### config.mk
export PLATFORM = sky130hd
export DESIGN_NAME = muldiv_unit_flat
export DESIGN_NICKNAME = d
export VERILOG_FILES = /design/src/rtl/muldiv_pkg.sv /design/src/rtl/ctrl_bus_if.sv /design/src/rtl/muldiv_unit.sv /design/src/flat_wrapper.sv
export SDC_FILE = /design/constraint.sdc
export NUM_CORES = 1
export LEC_CHECK = 0
export BUFFER_PORTS_ARGS = -buffer_cell sky130_fd_sc_hd__buf_2
export CORE_MARGIN = 2
export CORE_UTILIZATION = 38
export CTS_CLUSTER_DIAMETER = 40
export DETAILED_ROUTE_END_ITERATION = 16
export PLACE_DENSITY_LB_ADDON = 0.3
export SLEW_MARGIN = 5
export SYNTH_ARGS = -nofsm -noshare
export SYNTH_HDL_FRONTEND = slang
export SYNTH_SLANG_ARGS = --single-unit
### constraint.sdc
create_clock -name ctrl_bus_clk -period 5.8 [get_ports ctrl_bus_clk]
set_input_delay 1.16 -clock ctrl_bus_clk [delete_from_list [all_inputs] [get_ports ctrl_bus_clk]]
set_output_delay 1.16 -clock ctrl_bus_clk [all_outputs]
set_load 0.03 [all_outputs]
### src/rtl/muldiv_pkg.sv
// Shared types and constants for the iterative multiply/divide unit.
package muldiv_pkg;

  localparam int WIDTH = 32;
  localparam int ITER  = 32;

  typedef enum logic [1:0] {
    MD_MULT  = 2'b00,
    MD_MULTU = 2'b01,
    MD_DIV   = 2'b10,
    MD_DIVU  = 2'b11
  } muldiv_op_t;

  typedef enum logic [1:0] {
    IDLE = 2'b00,
    CALC = 2'b01,
    FIX  = 2'b10
  } md_state_t;

endpackage

### src/rtl/ctrl_bus_if.sv
// Clock/reset bundle shared by the execute-stage helper units.
interface ctrl_bus_if;

  logic clk;
  logic reset;

  modport central (input clk, input reset);
  modport source  (output clk, output reset);

endinterface

### src/rtl/muldiv_unit.sv
// Iterative HI/LO multiply/divide unit: shift-add multiply and restoring
// divide on magnitudes, one bit per cycle, sign fix-up in a final cycle.
module muldiv_unit
  import muldiv_pkg::*;
#(
  parameter int WIDTH = 32
) (
  ctrl_bus_if.central      ctrl_bus,
  input  logic             start,
  input  muldiv_op_t       op,
  input  logic [WIDTH-1:0] rs_data,
  input  logic [WIDTH-1:0] rt_data,
  input  logic             mthi,
  input  logic             mtlo,
  output logic             busy,
  output logic             done,
  output logic             div_by_zero,
  output logic [WIDTH-1:0] hi,
  output logic [WIDTH-1:0] lo
);

  localparam int CW = $clog2(ITER);
  localparam logic [CW-1:0] CNT_LOAD = CW'(ITER - 1);

  md_state_t          state, state_next;
  logic [CW-1:0]      count;
  logic [2*WIDTH-1:0] acc;
  logic [WIDTH-1:0]   operand;
  logic [WIDTH-1:0]   rs_q;
  logic               is_div_q, neg_res_q, neg_rem_q, div_zero_q;

  logic               signed_op, rs_neg, rt_neg;
  logic [WIDTH-1:0]   mag_a, mag_b;
  logic [WIDTH:0]     add_sum;
  logic [WIDTH:0]     shifted;
  logic [WIDTH-1:0]   diff;
  logic [2*WIDTH-1:0] mul_step, div_step;
  logic [2*WIDTH-1:0] product;
  logic [WIDTH-1:0]   quot, rem;
  logic [WIDTH-1:0]   res_hi, res_lo;

  // State register; reset abandons any operation in flight.
  always_ff @(posedge ctrl_bus.clk) begin
    if (ctrl_bus.reset) state <= IDLE;
    else                state <= state_next;
  end

  // Next-state logic: start is only looked at in IDLE, so it is ignored while busy.
  always_comb begin
    state_next = state;
    case (state)
      IDLE:    if (start) state_next = CALC;
      CALC:    if (count == '0) state_next = FIX;
      FIX:     state_next = IDLE;
      default: state_next = IDLE;
    endcase
  end

  // Outputs decoded from state.
  always_comb begin
    busy = (state != IDLE);
  end

  // Operand magnitudes and one iteration of each algorithm, plus final sign fix-up.
  always_comb begin
    signed_op = ~op[0];
    rs_neg    = signed_op & rs_data[WIDTH-1];
    rt_neg    = signed_op & rt_data[WIDTH-1];
    mag_a     = rs_neg ? -rs_data : rs_data;
    mag_b     = rt_neg ? -rt_data : rt_data;

    add_sum  = {1'b0, acc[2*WIDTH-1:WIDTH]} + {1'b0, operand};
    mul_step = acc[0] ? {add_sum, acc[WIDTH-1:1]} : {1'b0, acc[2*WIDTH-1:1]};

    shifted  = {acc[2*WIDTH-1:WIDTH], acc[WIDTH-1]};
    diff     = shifted[WIDTH-1:0] - operand;
    if (shifted >= {1'b0, operand}) div_step = {diff, acc[WIDTH-2:0], 1'b1};
    else                            div_step = {shifted[WIDTH-1:0], acc[WIDTH-2:0], 1'b0};

    product = neg_res_q ? -acc : acc;
    quot    = neg_res_q ? -acc[WIDTH-1:0] : acc[WIDTH-1:0];
    rem     = neg_rem_q ? -acc[2*WIDTH-1:WIDTH] : acc[2*WIDTH-1:WIDTH];

    res_hi = product[2*WIDTH-1:WIDTH];
    res_lo = product[WIDTH-1:0];
    if (is_div_q) begin
      if (div_zero_q) begin
        res_hi = rs_q;
        res_lo = '1;
      end else begin
        res_hi = rem;
        res_lo = quot;
      end
    end
  end

  // Datapath: latch operands, iterate, then commit HI/LO; mthi/mtlo only when idle.
  always_ff @(posedge ctrl_bus.clk) begin
    if (ctrl_bus.reset) begin
      count       <= '0;
      acc         <= '0;
      operand     <= '0;
      rs_q        <= '0;
      is_div_q    <= 1'b0;
      neg_res_q   <= 1'b0;
      neg_rem_q   <= 1'b0;
      div_zero_q  <= 1'b0;
      hi          <= '0;
      lo          <= '0;
      done        <= 1'b0;
      div_by_zero <= 1'b0;
    end else begin
      done        <= 1'b0;
      div_by_zero <= 1'b0;
      case (state)
        IDLE: begin
          if (start) begin
            count      <= CNT_LOAD;
            rs_q       <= rs_data;
            is_div_q   <= op[1];
            neg_res_q  <= rs_neg ^ rt_neg;
            neg_rem_q  <= rs_neg;
            div_zero_q <= op[1] & (rt_data == '0);
            operand    <= op[1] ? mag_b : mag_a;
            acc        <= {{WIDTH{1'b0}}, (op[1] ? mag_a : mag_b)};
          end else begin
            if (mthi) hi <= rs_data;
            if (mtlo) lo <= rs_data;
          end
        end
        CALC: begin
          acc <= is_div_q ? div_step : mul_step;
          if (count != '0) count <= count - 1'b1;
        end
        FIX: begin
          hi          <= res_hi;
          lo          <= res_lo;
          done        <= 1'b1;
          div_by_zero <= div_zero_q;
        end
        default: ;
      endcase
    end
  end

endmodule

### src/flat_wrapper.sv
// flat-port wrapper written by rule: the top's interface ports become plain ports
module muldiv_unit_flat import muldiv_pkg::*;
#(
  parameter int WIDTH = 32
)
  (start, op, rs_data, rt_data, mthi, mtlo, busy, done, div_by_zero, hi, lo, ctrl_bus_clk, ctrl_bus_reset);
  ctrl_bus_if ctrl_bus_i ();
  input  logic start;
  input  muldiv_op_t op;
  input  logic [WIDTH-1:0] rs_data;
  input  logic [WIDTH-1:0] rt_data;
  input  logic mthi;
  input  logic mtlo;
  output logic busy;
  output logic done;
  output logic div_by_zero;
  output logic [WIDTH-1:0] hi;
  output logic [WIDTH-1:0] lo;
  input wire logic [$bits(ctrl_bus_i.clk)-1:0] ctrl_bus_clk;
  input wire logic [$bits(ctrl_bus_i.reset)-1:0] ctrl_bus_reset;
  assign ctrl_bus_i.clk = ctrl_bus_clk;
  assign ctrl_bus_i.reset = ctrl_bus_reset;
  muldiv_unit #(.WIDTH(WIDTH)) u_core (.ctrl_bus(ctrl_bus_i), .start(start), .op(op), .rs_data(rs_data), .rt_data(rt_data), .mthi(mthi), .mtlo(mtlo), .busy(busy), .done(done), .div_by_zero(div_by_zero), .hi(hi), .lo(lo));
endmodule
# After elaboration in Yosys (flattened, before gate mapping)
# Index checks and enable logic that the tools add are counted.
word_totals:
  register_bits: 205
  input_bits: 71
  output_inout_bits: 67
  wordCells: 79
classes:
  addsub: 8
  magnitude_cmp: 1
  eq_ne: 8
  n_mux: 29
  n_bitwise: 6
  reduce_logical: 14
op_table:
  columns: ["op", "count"]
  rows:
  - ["two-way mux 32 bit", 14]
  - ["two-way mux 64 bit", 5]
  - ["negation 32 bit", 4]
  - ["one-hot mux 32 bit (2 select lines)", 2]
  - ["one-hot mux 64 bit (2 select lines)", 1]
  - ["negation 64 bit", 1]
  - ["adder 32 x 32 -> 33 bit", 1]
  - [">= comparator 33 x 32 -> 1 bit", 1]
  - ["zero test 32 bit", 1]
  - ["subtractor 32 bit", 1]
  - ["two-way mux 5 bit", 2]
  - ["one-hot mux 5 bit (2 select lines)", 1]
  - ["AND reduction 3 bit", 3]
  - ["inequality test 2 bit, second input constant", 4]
  - ["AND reduction 2 bit", 3]
  - ["nonzero test 2 bit", 3]
  - ["zero test 5 bit", 1]
  - ["nonzero test 5 bit", 1]
  - ["subtractor 5 x 1 -> 5 bit, second input constant", 1]
  - ["two-way mux 2 bit", 2]
  - ["inequality test 2 x 1 -> 1 bit, second input constant", 2]
  - ["one-hot mux 2 bit (2 select lines)", 1]
  - ["AND 1 bit", 3]
  - ["equality test 2 x 1 -> 1 bit, second input constant", 1]
  - ["6 further kinds", 7]

# Depth between registers and ports, before layout
# Gate-level depths: netlist (run 1).
logic_depth:
  depth_word: 6
  mapped_depth: 14
  ltp_nobuf: 13

# Worst setup path before layout (run 1)
# No wires, ideal clock.
synth_path:
  path_kind: "input -> register"
  from: "input port rt_data[10]"
  to: "register u_core.acc[30]"
  t_arrival_ns: 3.397
  setup_slack_ns: 2.286
  path_stages: 8
  n_path_buf: 1
  path_cell_list: "or4_1 -> or3_1 -> buf_2 -> or4_4 -> o41ai_2 -> xor2_1 -> o21ai_0 -> a32o_1"
synth_via:
  elab_chain_cells: 5
synth_lines:
  columns: ["element", "line", "source"]
  rows:
  - ["start: declaration", "flat_wrapper.sv:11", "input logic [WIDTH-1:0] rt_data;"]
  - ["negation 32 bit", "muldiv_unit.sv:70", "mag_b = rt_neg ? -rt_data : rt_data;"]
  - ["two-way mux 32 bit", "muldiv_unit.sv:70", null]
  - ["two-way mux 32 bit", "muldiv_unit.sv:125", "acc <= {{WIDTH{1'b0}}, (op[1] ? mag_a : mag_b)};"]
  - ["two-way mux 64 bit", "muldiv_unit.sv:117", "if (start) begin"]
  - ["one-hot mux 64 bit (2 select lines)", "muldiv_unit.sv:115", "case (state)"]
  - ["end signal: assignment", "muldiv_unit.sv:125", null]
  - ["end signal: assignment", "muldiv_unit.sv:132", "acc <= is_div_q ? div_step : mul_step;"]
  - ["end: declaration", "muldiv_unit.sv:27", "logic [2*WIDTH-1:0] acc;"]
# Every way passes these cells. The select of a mux whose other input is x is not followed.
# A chain may end at the register's enable or synchronous reset.

# Worst setup path in the final report (run 1)
layout_path:
  from: "register u_core.acc[32]"
  to: "register u_core.acc[61]"
layout_via:
  elab_chain_cells: 4
  elab_cells_between_ends: 7
layout_lines:
  columns: ["element", "line", "source"]
  rows:
  - ["adder 32 x 32 -> 33 bit, or another cell as far along", "muldiv_unit.sv:72", "add_sum = {1'b0, acc[2*WIDTH-1:WIDTH]} + {1'b0, operand};"]
  - ["two-way mux 64 bit, on equally long branches", "muldiv_unit.sv:73, muldiv_unit.sv:77", null]
  - ["two-way mux 64 bit *", "muldiv_unit.sv:132", null]
  - ["one-hot mux 64 bit (2 select lines) *", "muldiv_unit.sv:115", null]
# Every way passes the cells marked *; elsewhere a longest branch is shown, timed or not.

==> impl_metrics.sql, run 1 <==
INSERT INTO impl_metrics (metric_group, metric, value, unit) VALUES
('floorplan', 'die_width', '215', 'um'),
('setup_path', 'slowest_delay', '0.84', 'ns'),
('setup_path', 'crit_path_cell_trace', 'ha_1 > inv_1 > fa_1 > nor2b_1 > o31ai_1 > a2111oi_0 > o21ai_0 > a21oi_1 > o21ai_0 > nor2b_1 > mux2_2 > a22oi_1', ''),
('synth', 'syn_inst', '2288', ''),
('clocking', 'cts_hold_buf', '0', ''),
('worst_hold_path', 'whs_endpoint', 'u_core.rs_q[8]$_SDFFE_PP0P_', ''),
('clocking', 'htree_num_levels', '2', ''),
('detailed_routing', 'met3RoutedLength', '4.48', 'mm'),
('timing', 'final-hold-violation-count', '0', ''),
('timing', 'timing.clock.skew', '0.0177', 'ns'),
('global_routing', 'grt_first_pass_wirelength', '103', 'mm'),
('timing', 'worst_pin_slew', '1.27', 'ns'),
('power', 'share_seq_of_total_power', '28.6', '%'),
('timing', 'timing.setup.tns', '0', 'ns'),
('detailed_routing', 'avgViaCountPerCell', '6.12', ''),
('power', 'power_frac_comb', '30.4', '%'),
('timing', 'finalSetupViolations', '0', ''),
('detailed_routing', 'dr.pass1.iters', '5', ''),
('synth', 'top_flip_flop_cell_by_instance_count_after_synthesis', 'sky130_fd_sc_hd__dfxtp_1', ''),
('place', 'portBuffers', '137', ''),
('synth', 'mappedNetlistNets', '2431', ''),
('worst_hold_path', 'holdCritStartpoint', 'u_core.rs_q[8]$_SDFFE_PP0P_', ''),
('setup_path', 'r2r_slack', '1.81', 'ns'),
('floorplan', 'die_height', '215', 'um'),
('synth', 'syn-mean-instance-area', '7.42', 'um2'),
('place', 'dp.final_hpwl', '51.2', 'mm'),
('detailed_routing', 'drt-met1-wl', '29.2', 'mm'),
('clocking', 'clock-sinks', '205', ''),
('power', 'clock_network_power_share', '41.0', '%'),
('setup_path', 'reg2reg_to', 'u_core.acc[61]$_SDFFE_PP0P_', ''),
('setup_path', 'crit_slowest_cell', 'sky130_fd_sc_hd__a2111oi_0', ''),
('detailed_routing', 'met2_wirelength', '31.4', 'mm'),
('setup_path', 'worstPathRequired', '6.25', 'ns'),
('global_routing', 'groute.usage.overall', '28.4', '%'),
('timing', 'final_min_period_over_clock_period', '68.8', '%'),
('global_routing', 'antenna_found_initial', '4', ''),
('power', 'vdd_ir_drop_max', '0.247', 'mV'),
('power', 'p_sw_share', '36.5', '%'),
('setup_path', 'path_buf_inv', '1', ''),
('synth', 'synth_cell_type_count', '82', ''),
('floorplan', 'floorplan.initialDensity', '38.5', '%'),
('floorplan', 'pin_count', '138', ''),
('power', 'power_leakage', '7.87', 'nW'),
('floorplan', 'core_area', '44100', 'um2'),
('place', 'gp_congestion', '0.952', ''),
('setup_path', 'critPathTopFamily', 'compound AO/OA/AOI/OAI gates', ''),
('detailed_routing', 'via_count', '17900', ''),
('synth', 'yosys_register_bits', '205', ''),
('synth', 'ys_seq_area_share', '24.2', '%'),
('setup_path', 'worstRegToRegCells', '12', ''),
('outcome', 'status', 'completed', ''),
('global_routing', 'first_global_vias', '17000', ''),
('detailed_routing', 'postRouteAntennaNets', '0', ''),
('clocking', 'postCtsSetupBuffers', '0', ''),
('setup_path', 'timing_worst_setup_path_type', 'flop to flop', ''),
('synth', 'post_synth_edffs', '0', ''),
('floorplan', 'rows', '77', ''),
('layout', 'final_layout_size_suffix_gt1_share', '12.4', '%'),
('global_routing', 'grt_max_degree', '77', ''),
('clocking', 'clock_latency_at_the_later_pin_of_the_worst_skew_pair', '0.54', 'ns'),
('setup_path', 'crit_path_max_fanout', '11', ''),
('clocking', 'clock_transition_at_the_register_clock_pins_on_the_worst_setup_and_hold_paths_after_cts', '0.05', 'ns'),
('synth', 'share_of_flip_flops_with_an_asynchronous_set_or_reset', '0', '%'),
('timing', 'final.min_clock_period', '3.99', 'ns'),
('layout', 'layout_commonest_cell', 'sky130_fd_sc_hd__nand2_1', ''),
('detailed_routing', 'totalWireLength', '68.1', 'mm'),
('timing', 'relSlewSlack', '14.8', '%'),
('power', 'power_density', '310', 'nW/um2'),
('synth', 'synth-warning-count', '0', ''),
('timing', 'max_freq', '250', 'MHz'),
('job', 'max_cap_violations', '0', '');
==> worst reg2reg max path, delay by kind of cell, from the launching register on <==
family          cells  cell delay (ns)
fa+ha+maj           2             0.71
buf+inv             1             0.09
flops               1             0.53
simple gates        2             0.36
mux                 1             0.26
compound gates      6             1.98
==> area by class of cell <==
cell class                      instances  area (um2)
Fill cell                            4582       24800
Multi-Input combinational cell       1822       11900
Sequential cell                       205        4110
Clock buffer                           44        1060
Timing Repair Buffer                  163         883
Tap cell                              592         741
Clock inverter                         25         330
Inverter                               71         267
Antenna cell                            1        2.50
==> sequential cells by signal, indices dropped and copies added (netlist names) <==
signal / flops
u_core.acc: 64
u_core.hi: 32
u_core.lo: 32
u_core.operand: 32
u_core.rs_q: 32
u_core.count: 5
u_core.state: 2
u_core.div_by_zero: 1
u_core.div_zero_q: 1
u_core.done: 1
u_core.is_div_q: 1
u_core.neg_rem_q: 1
u_core.neg_res_q: 1
==> per-layer routing <==
| layer | track usage (%) | vias to the layer above |
|---|---|---|
| met2 | 46.7 | 708 |
| met1 | 36.7 | 8626 |
| met5 | 0 | - |
| met3 | 4.69 | 187 |
| li1 | - | 8360 |
| met4 | 12.1 | 0 |
==> stage by stage <==
| step | setup slack, ns | utilization (%) | hold slack [ns] | cells | instance area [um2] |
|---|---|---|---|---|---|
| 6_report | 1.81 | 43.7 | 0.453 | 2923 | 19300 |
| 5_1_grt | 1.57 | 43.7 | 0.465 | 2922 | 19300 |
| 4_1_cts | 1.91 | 43.7 | 0.453 | 2922 | 19300 |
| 3_5_place_dp | 1.49 | 40.6 | 0.445 | 2853 | 17900 |
| 3_3_place_gp | 1.55 | 40.6 | 0.439 | 2853 | 17900 |
| 2_1_floorplan | 2.29 | - | 0.432 | 2288 | 17000 |
==> Yosys cell counts (7+ instances only) <==
library cell	instances	area share [%]
sky130_fd_sc_hd__nand3_1	23	0.68
sky130_fd_sc_hd__mux2_2	11	0.73
sky130_fd_sc_hd__or3_1	11	0.41
sky130_fd_sc_hd__a211oi_1	56	2.5
sky130_fd_sc_hd__a22o_1	15	0.77
sky130_fd_sc_hd__o21ai_0	152	4.5
sky130_fd_sc_hd__inv_1	69	1.5
sky130_fd_sc_hd__nand2_1	286	6.3
sky130_fd_sc_hd__mux2i_1	135	8.0
sky130_fd_sc_hd__o22ai_1	22	0.81
sky130_fd_sc_hd__or4_1	18	0.80
sky130_fd_sc_hd__o21bai_1	11	0.49
sky130_fd_sc_hd__a31o_2	7	0.36
sky130_fd_sc_hd__a221oi_1	47	2.4
sky130_fd_sc_hd__o211ai_1	27	1.2
sky130_fd_sc_hd__a31oi_1	27	0.99
sky130_fd_sc_hd__o21a_1	12	0.53
sky130_fd_sc_hd__o31ai_1	19	0.84
sky130_fd_sc_hd__o41ai_1	12	0.62
sky130_fd_sc_hd__xor2_1	91	4.7
sky130_fd_sc_hd__nand2b_1	21	0.77
sky130_fd_sc_hd__nor4_1	13	0.48
sky130_fd_sc_hd__nand4_1	22	0.81
sky130_fd_sc_hd__buf_1	16	0.35
sky130_fd_sc_hd__a32o_1	7	0.41
sky130_fd_sc_hd__a21oi_1	209	6.2
sky130_fd_sc_hd__nor3_1	57	1.7
sky130_fd_sc_hd__xnor2_1	77	4.0
sky130_fd_sc_hd__clkbuf_1	161	3.6
sky130_fd_sc_hd__dfxtp_1	205	24
sky130_fd_sc_hd__a311oi_1	9	0.46
sky130_fd_sc_hd__ha_1	70	5.2
sky130_fd_sc_hd__and4_1	7	0.36
sky130_fd_sc_hd__nor2_1	182	4.0
sky130_fd_sc_hd__and2_1	11	0.41
sky130_fd_sc_hd__nor2b_1	20	0.74
sky130_fd_sc_hd__a21o_1	27	1.2
sky130_fd_sc_hd__or2_2	12	0.44
sky130_fd_sc_hd__buf_2	11	0.32
==> worst max-delay path by stage <==
stage | start | end | slack [ns] | cells after the start
floorplan | rt_data[10] | u_core.acc[30]$_SDFFE_PP0P_ | 2.29 | 8
global placement | rt_data[10] | u_core.acc[26]$_SDFFE_PP0P_ | 1.55 | 9
global route | u_core.acc[34]$_SDFFE_PP0P_ | u_core.acc[49]$_SDFFE_PP0P_ | 1.57 | 11
detailed placement | rt_data[10] | u_core.acc[22]$_SDFFE_PP0P_ | 1.49 | 10
CTS | u_core.acc[32]$_SDFFE_PP0P_ | u_core.acc[61]$_SDFFE_PP0P_ | 1.91 | 12
finish | u_core.acc[32]$_SDFFE_PP0P_ | u_core.acc[61]$_SDFFE_PP0P_ | 1.81 | 12
==> kinds of logic (layout without fill, tap and decap cells) <==
family          after synthesis  in the layout  share of synthesized area, %
compound gates              718            718                          27.4
xor+xnor                    168            168                          8.67
fa+ha+maj                    72             72                          5.40
buf+inv                     261            303                          5.92
flops                       205            205                          24.2
mux                         146            146                          8.69
other cells                   0              1                             0
simple gates                718            718                          19.7
==> power by group through the flow <==
stage | Sequential [mW] | Combinational (mW) | Clock (mW)
floorplan | 1.69 | 1.26 | 0
global placement | 1.73 | 1.77 | 0
detailed placement | 1.73 | 1.77 | 0
CTS | 1.70 | 1.78 | 2.47
global route | 1.72 | 1.96 | 2.54
finish | 1.71 | 1.81 | 2.45
Note: power is estimated with default switching activity, not from simulation.
==> run 2: changes to the inputs <==
- ABC_AREA: default -> 1
- clock period: 5.8 -> 3.8 ns (I/O delays scaled with it)
==> run 2 against run 1 <==
Net effect:
- fmax grew 24%
- setup slack lost 1.2 ns
- wire length grew 38%
- die area grew 17%
- final cell count grew 50%
- non-clock buffer count grew 50
- first-iteration DRC count grew 65%
- combinational power grew 100%
- total power grew 72%
- clock skew grew 0.015 ns
- critical endpoint is now u_core.acc[35]$_SDFFE_PP0P_
==> impl_metrics.sql, run 2 <==
INSERT INTO impl_metrics (metric_group, metric, value, unit) VALUES
('power', 'power_density', '448', 'nW/um2'),
('floorplan', 'die_width', '233', 'um'),
('clocking', 'htree_num_levels', '2', ''),
('timing', 'worst_pin_slew', '1.02', 'ns'),
('synth', 'synth_area_leaders', 'sky130_fd_sc_hd__nand2_1 21%, sky130_fd_sc_hd__dfxtp_1 21%, sky130_fd_sc_hd__inv_1 8.4%', ''),
('floorplan', 'rows', '83', ''),
('global_routing', 'grt_first_pass_wirelength', '138', 'mm'),
('power', 'power_frac_comb', '35.3', '%'),
('power', 'vdd_ir_drop_max', '0.390', 'mV'),
('timing', 'max_freq', '311', 'MHz'),
('global_routing', 'grt-ovfl-total', '0', ''),
('setup_path', 'path_buf_inv', '2', ''),
('power', 'power.net_switching', '4.22', 'mW'),
('power', 'clock_network_power_share', '40.0', '%'),
('layout', 'final_layout_size_suffix_gt1_share', '9.50', '%'),
('outcome', 'status', 'completed', ''),
('setup_path', 'cp_num_cells', '15', ''),
('global_routing', 'first_global_vias', '22100', ''),
('detailed_routing', 'wire_per_inst', '21.4', 'um'),
('layout', 'area.growth.synth_to_final', '15.5', '%'),
('synth', 'syn_inst', '3564', ''),
('clocking', 'clock_transition_at_the_register_clock_pins_on_the_worst_setup_and_hold_paths_after_cts', '0.05', 'ns'),
('global_routing', 'antenna_found_initial', '2', ''),
('worst_hold_path', 'min_path_cells', '2', ''),
('job', 'max_cap_violations', '0', ''),
('layout', 'multiInputGateArea', '13400', 'um2'),
('setup_path', 'crit_path_max_fanout', '17', ''),
('synth', 'share_of_flip_flops_with_an_asynchronous_set_or_reset', '0', '%'),
('detailed_routing', 'postRouteAntennaNets', '0', ''),
('synth', 'synth_area', '19900', 'um2'),
('layout', 'nNetsFinal', '3806', ''),
('setup_path', 'slowest_delay', '0.46', 'ns'),
('setup_path', 'critical_path.startpoint_type', 'flop', ''),
('power', 'p_int', '6.06', 'mW'),
('floorplan', 'pin_count', '138', ''),
('power', 'power_leakage', '11.5', 'nW'),
('clocking', 'cts_hold_buf', '0', ''),
('timing', 'final.min_clock_period', '3.22', 'ns'),
('floorplan', 'die_height', '233', 'um'),
('worst_hold_path', 'hold_path.class', 'flop to flop', ''),
('clocking', 'postCtsSetupBuffers', '0', ''),
('layout', 'largest_reg_flops', '64', ''),
('setup_path', 'crit_slowest_cell', 'sky130_fd_sc_hd__nor2_4', ''),
('synth', 'yosys_register_bits', '205', ''),
('global_routing', 'groute.usage.overall', '33.8', '%'),
('detailed_routing', 'dr.first_iter.drc_count', '2871', ''),
('detailed_routing', 'drc_errors', '0', ''),
('setup_path', 'worstRegToRegCells', '15', ''),
('synth', 'synth.cells.most_frequent', '1111 x sky130_fd_sc_hd__nand2_1, 445 x sky130_fd_sc_hd__inv_1, 316 x sky130_fd_sc_hd__a21oi_1', ''),
('global_routing', 'grt_max_degree', '77', ''),
('layout', 'area.sequential', '4110', 'um2'),
('place', 'portBuffers', '137', ''),
('clocking', 'cts_tree', 'yes', ''),
('timing', 'timing.clock.skew', '0.0323', 'ns'),
('floorplan', 'dieArea', '54100', 'um2'),
('power', 'share_seq_of_total_power', '24.6', '%'),
('setup_path', 'critPathMostFrequentCell', 'sky130_fd_sc_hd__nand2_1', ''),
('layout', 'largest_register', 'u_core.acc', ''),
('synth', 'ys_seq_area_share', '20.7', '%'),
('layout', 'antenna_cells', '0', ''),
('timing', 'final-hold-violation-count', '0', ''),
('clocking', 'cts_inserted_buffers', '43', ''),
('synth', 'synth_top_area_cell', 'sky130_fd_sc_hd__nand2_1', ''),
('place', 'dp.final_hpwl', '74.4', 'mm'),
('synth', 'synth_top_area_share', '21.0', '%'),
('setup_path', 'cp_data_arrival_time', '3.66', 'ns'),
('timing', 'grt_setup_unrepaired', 'false', ''),
('setup_path', 'worstPathRequired', '4.24', 'ns'),
('clocking', 'cts.root.buffer_cell', 'sky130_fd_sc_hd__clkbuf_16', ''),
('timing', 'timing.setup.tns', '0', 'ns'),
('setup_path', 'cp-end-kind', 'flop', ''),
('synth', 'post-synth-top-count-cell', 'sky130_fd_sc_hd__nand2_1', ''),
('clocking', 'clockBufferDepth', '3', ''),
('layout', 'finalCoreUtilization', '44.5', '%'),
('timing', 'final-max-slew-violation-count', '0', ''),
('synth', 'syn-mean-instance-area', '5.57', 'um2'),
('layout', 'filler_cell_count', '5749', ''),
('setup_path', 'critPathTopFamily', 'simple AND/OR/NAND/NOR gates', ''),
('timing', 'relSlewSlack', '31.6', '%'),
('synth', 'mappedNetlistNets', '3707', ''),
('floorplan', 'floorplan.initialDensity', '38.5', '%'),
('clocking', 'cts_resized', '0', ''),
('detailed_routing', 'dr.pass1.iters', '6', ''),
('power', 'total_power_consumption', '10.3', 'mW'),
('clocking', 'clock-sinks', '205', ''),
('power', 'p_sw_share', '41.1', '%'),
('setup_path', 'timing_worst_setup_path_type', 'flop to flop', ''),
('layout', 'layout_commonest_cell', 'sky130_fd_sc_hd__nand2_1', ''),
('detailed_routing', 'via_count', '24700', ''),
('floorplan', 'core_area', '51500', 'um2'),
('setup_path', 'crit_path_cell_trace', 'inv_1 > ha_1 > nand2_1 > nor2_1 > nand3_1 > nor2_1 > nand2_1 > nand2_1 > nor2_2 > nand2_4 > inv_2 > nor2_4 > nand2_1 > nand3_1 > a21oi_1', ''),
('synth', 'top_flip_flop_cell_by_instance_count_after_synthesis', 'sky130_fd_sc_hd__dfxtp_1', ''),
('synth', 'synth-warning-count', '0', ''),
('clocking', 'clock_latency_at_the_later_pin_of_the_worst_skew_pair', '0.59', 'ns'),
('place', 'gp_congestion', '1.06', ''),
('synth', 'synth_cell_type_count', '49', ''),
('detailed_routing', 'totalWireLength', '93.8', 'mm'),
('layout', 'most_used_cells_in_the_layout_excluding_fill_and_tap_cells', '1109 x sky130_fd_sc_hd__nand2_1, 443 x sky130_fd_sc_hd__inv_1, 316 x sky130_fd_sc_hd__a21oi_1, 301 x sky130_fd_sc_hd__nand3_1, 296 x sky130_fd_sc_hd__nor2_1', ''),
('timing', 'finalSetupViolations', '0', ''),
('synth', 'post_synth_edffs', '0', ''),
('detailed_routing', 'avgViaCountPerCell', '5.66', ''),
('timing', 'final_min_period_over_clock_period', '84.7', '%');
[run 2: worst paths after layout]
| check | endpoint | slack [ns] | start |
|---|---|---|---|
| max | u_core.acc[35]$_SDFFE_PP0P_ | 0.58 | u_core.operand[25]$_SDFFE_PP0P_ |
| min | u_core.rs_q[0]$_SDFFE_PP0P_ | 0.46 | u_core.rs_q[0]$_SDFFE_PP0P_ |
| max reg2reg | u_core.acc[35]$_SDFFE_PP0P_ | 0.58 | u_core.operand[25]$_SDFFE_PP0P_ |
| min reg2reg | u_core.rs_q[0]$_SDFFE_PP0P_ | 0.46 | u_core.rs_q[0]$_SDFFE_PP0P_ |
[run 2: worst reg2reg max path, delay by kind of cell (launching register included)]
| family | cells | cell delay, ns |
|---|---|---|
| adder cells (fa/ha/maj) | 1 | 0.44 |
| buffers and inverters | 2 | 0.31 |
| AO/OA/AOI/OAI | 1 | 0.07 |
| AND/OR/NAND/NOR | 11 | 1.85 |
| flip-flops | 1 | 0.43 |
[run 2: logic make-up after synthesis]
logic type      count (synthesis)  share of synthesized area, %
simple gates                 1866                          39.4
compound gates                721                          19.7
buf+inv                       615                          11.8
flops                         205                          20.7
xor+xnor                       85                          3.75
fa+ha+maj                      72                          4.61
[run 2: final cells by class]
| class | count | area share (%) |
|---|---|---|
| inverters | 456 | 7.47 |
| clock buffers | 47 | 4.84 |
| repair buffers | 213 | 5.70 |
| multi-input cells | 2744 | 58.5 |
| flip-flops and latches | 205 | 17.9 |
| clock inverters | 31 | 1.88 |
| well taps | 680 | 3.71 |
[run 2: layer usage]
metal	GRT usage, %	vias to the layer above	routed length, um
met4	18.5	4	5940
met5	0	-	31
met1	44.6	11200	37500
met3	7.76	268	10800
met2	50.8	1430	39500
li1	-	11800	-
[run 2: metrics by stage]
step	area (um2)	hold WS, ns	instances	worst slack [ns]
3_5_place_dp	21400	0.445	4298	0.728
2_1_floorplan	19900	0.430	3564	1.48
3_3_place_gp	21400	0.441	4298	0.716
5_1_grt	22900	0.490	4376	0.457
4_1_cts	22900	0.452	4376	0.736
6_report	22900	0.461	4376	0.580
[run 2: power by group through the flow]
stage / clock network, mW / logic (mW) / registers [mW]
after CTS: 4.13 / 3.50 / 2.52
after global placement: 0 / 3.51 / 2.56
after detailed placement: 0 / 3.49 / 2.56
final: 4.12 / 3.63 / 2.53
after global routing: 4.23 / 3.93 / 2.54
after floorplan: 0 / 2.30 / 2.56
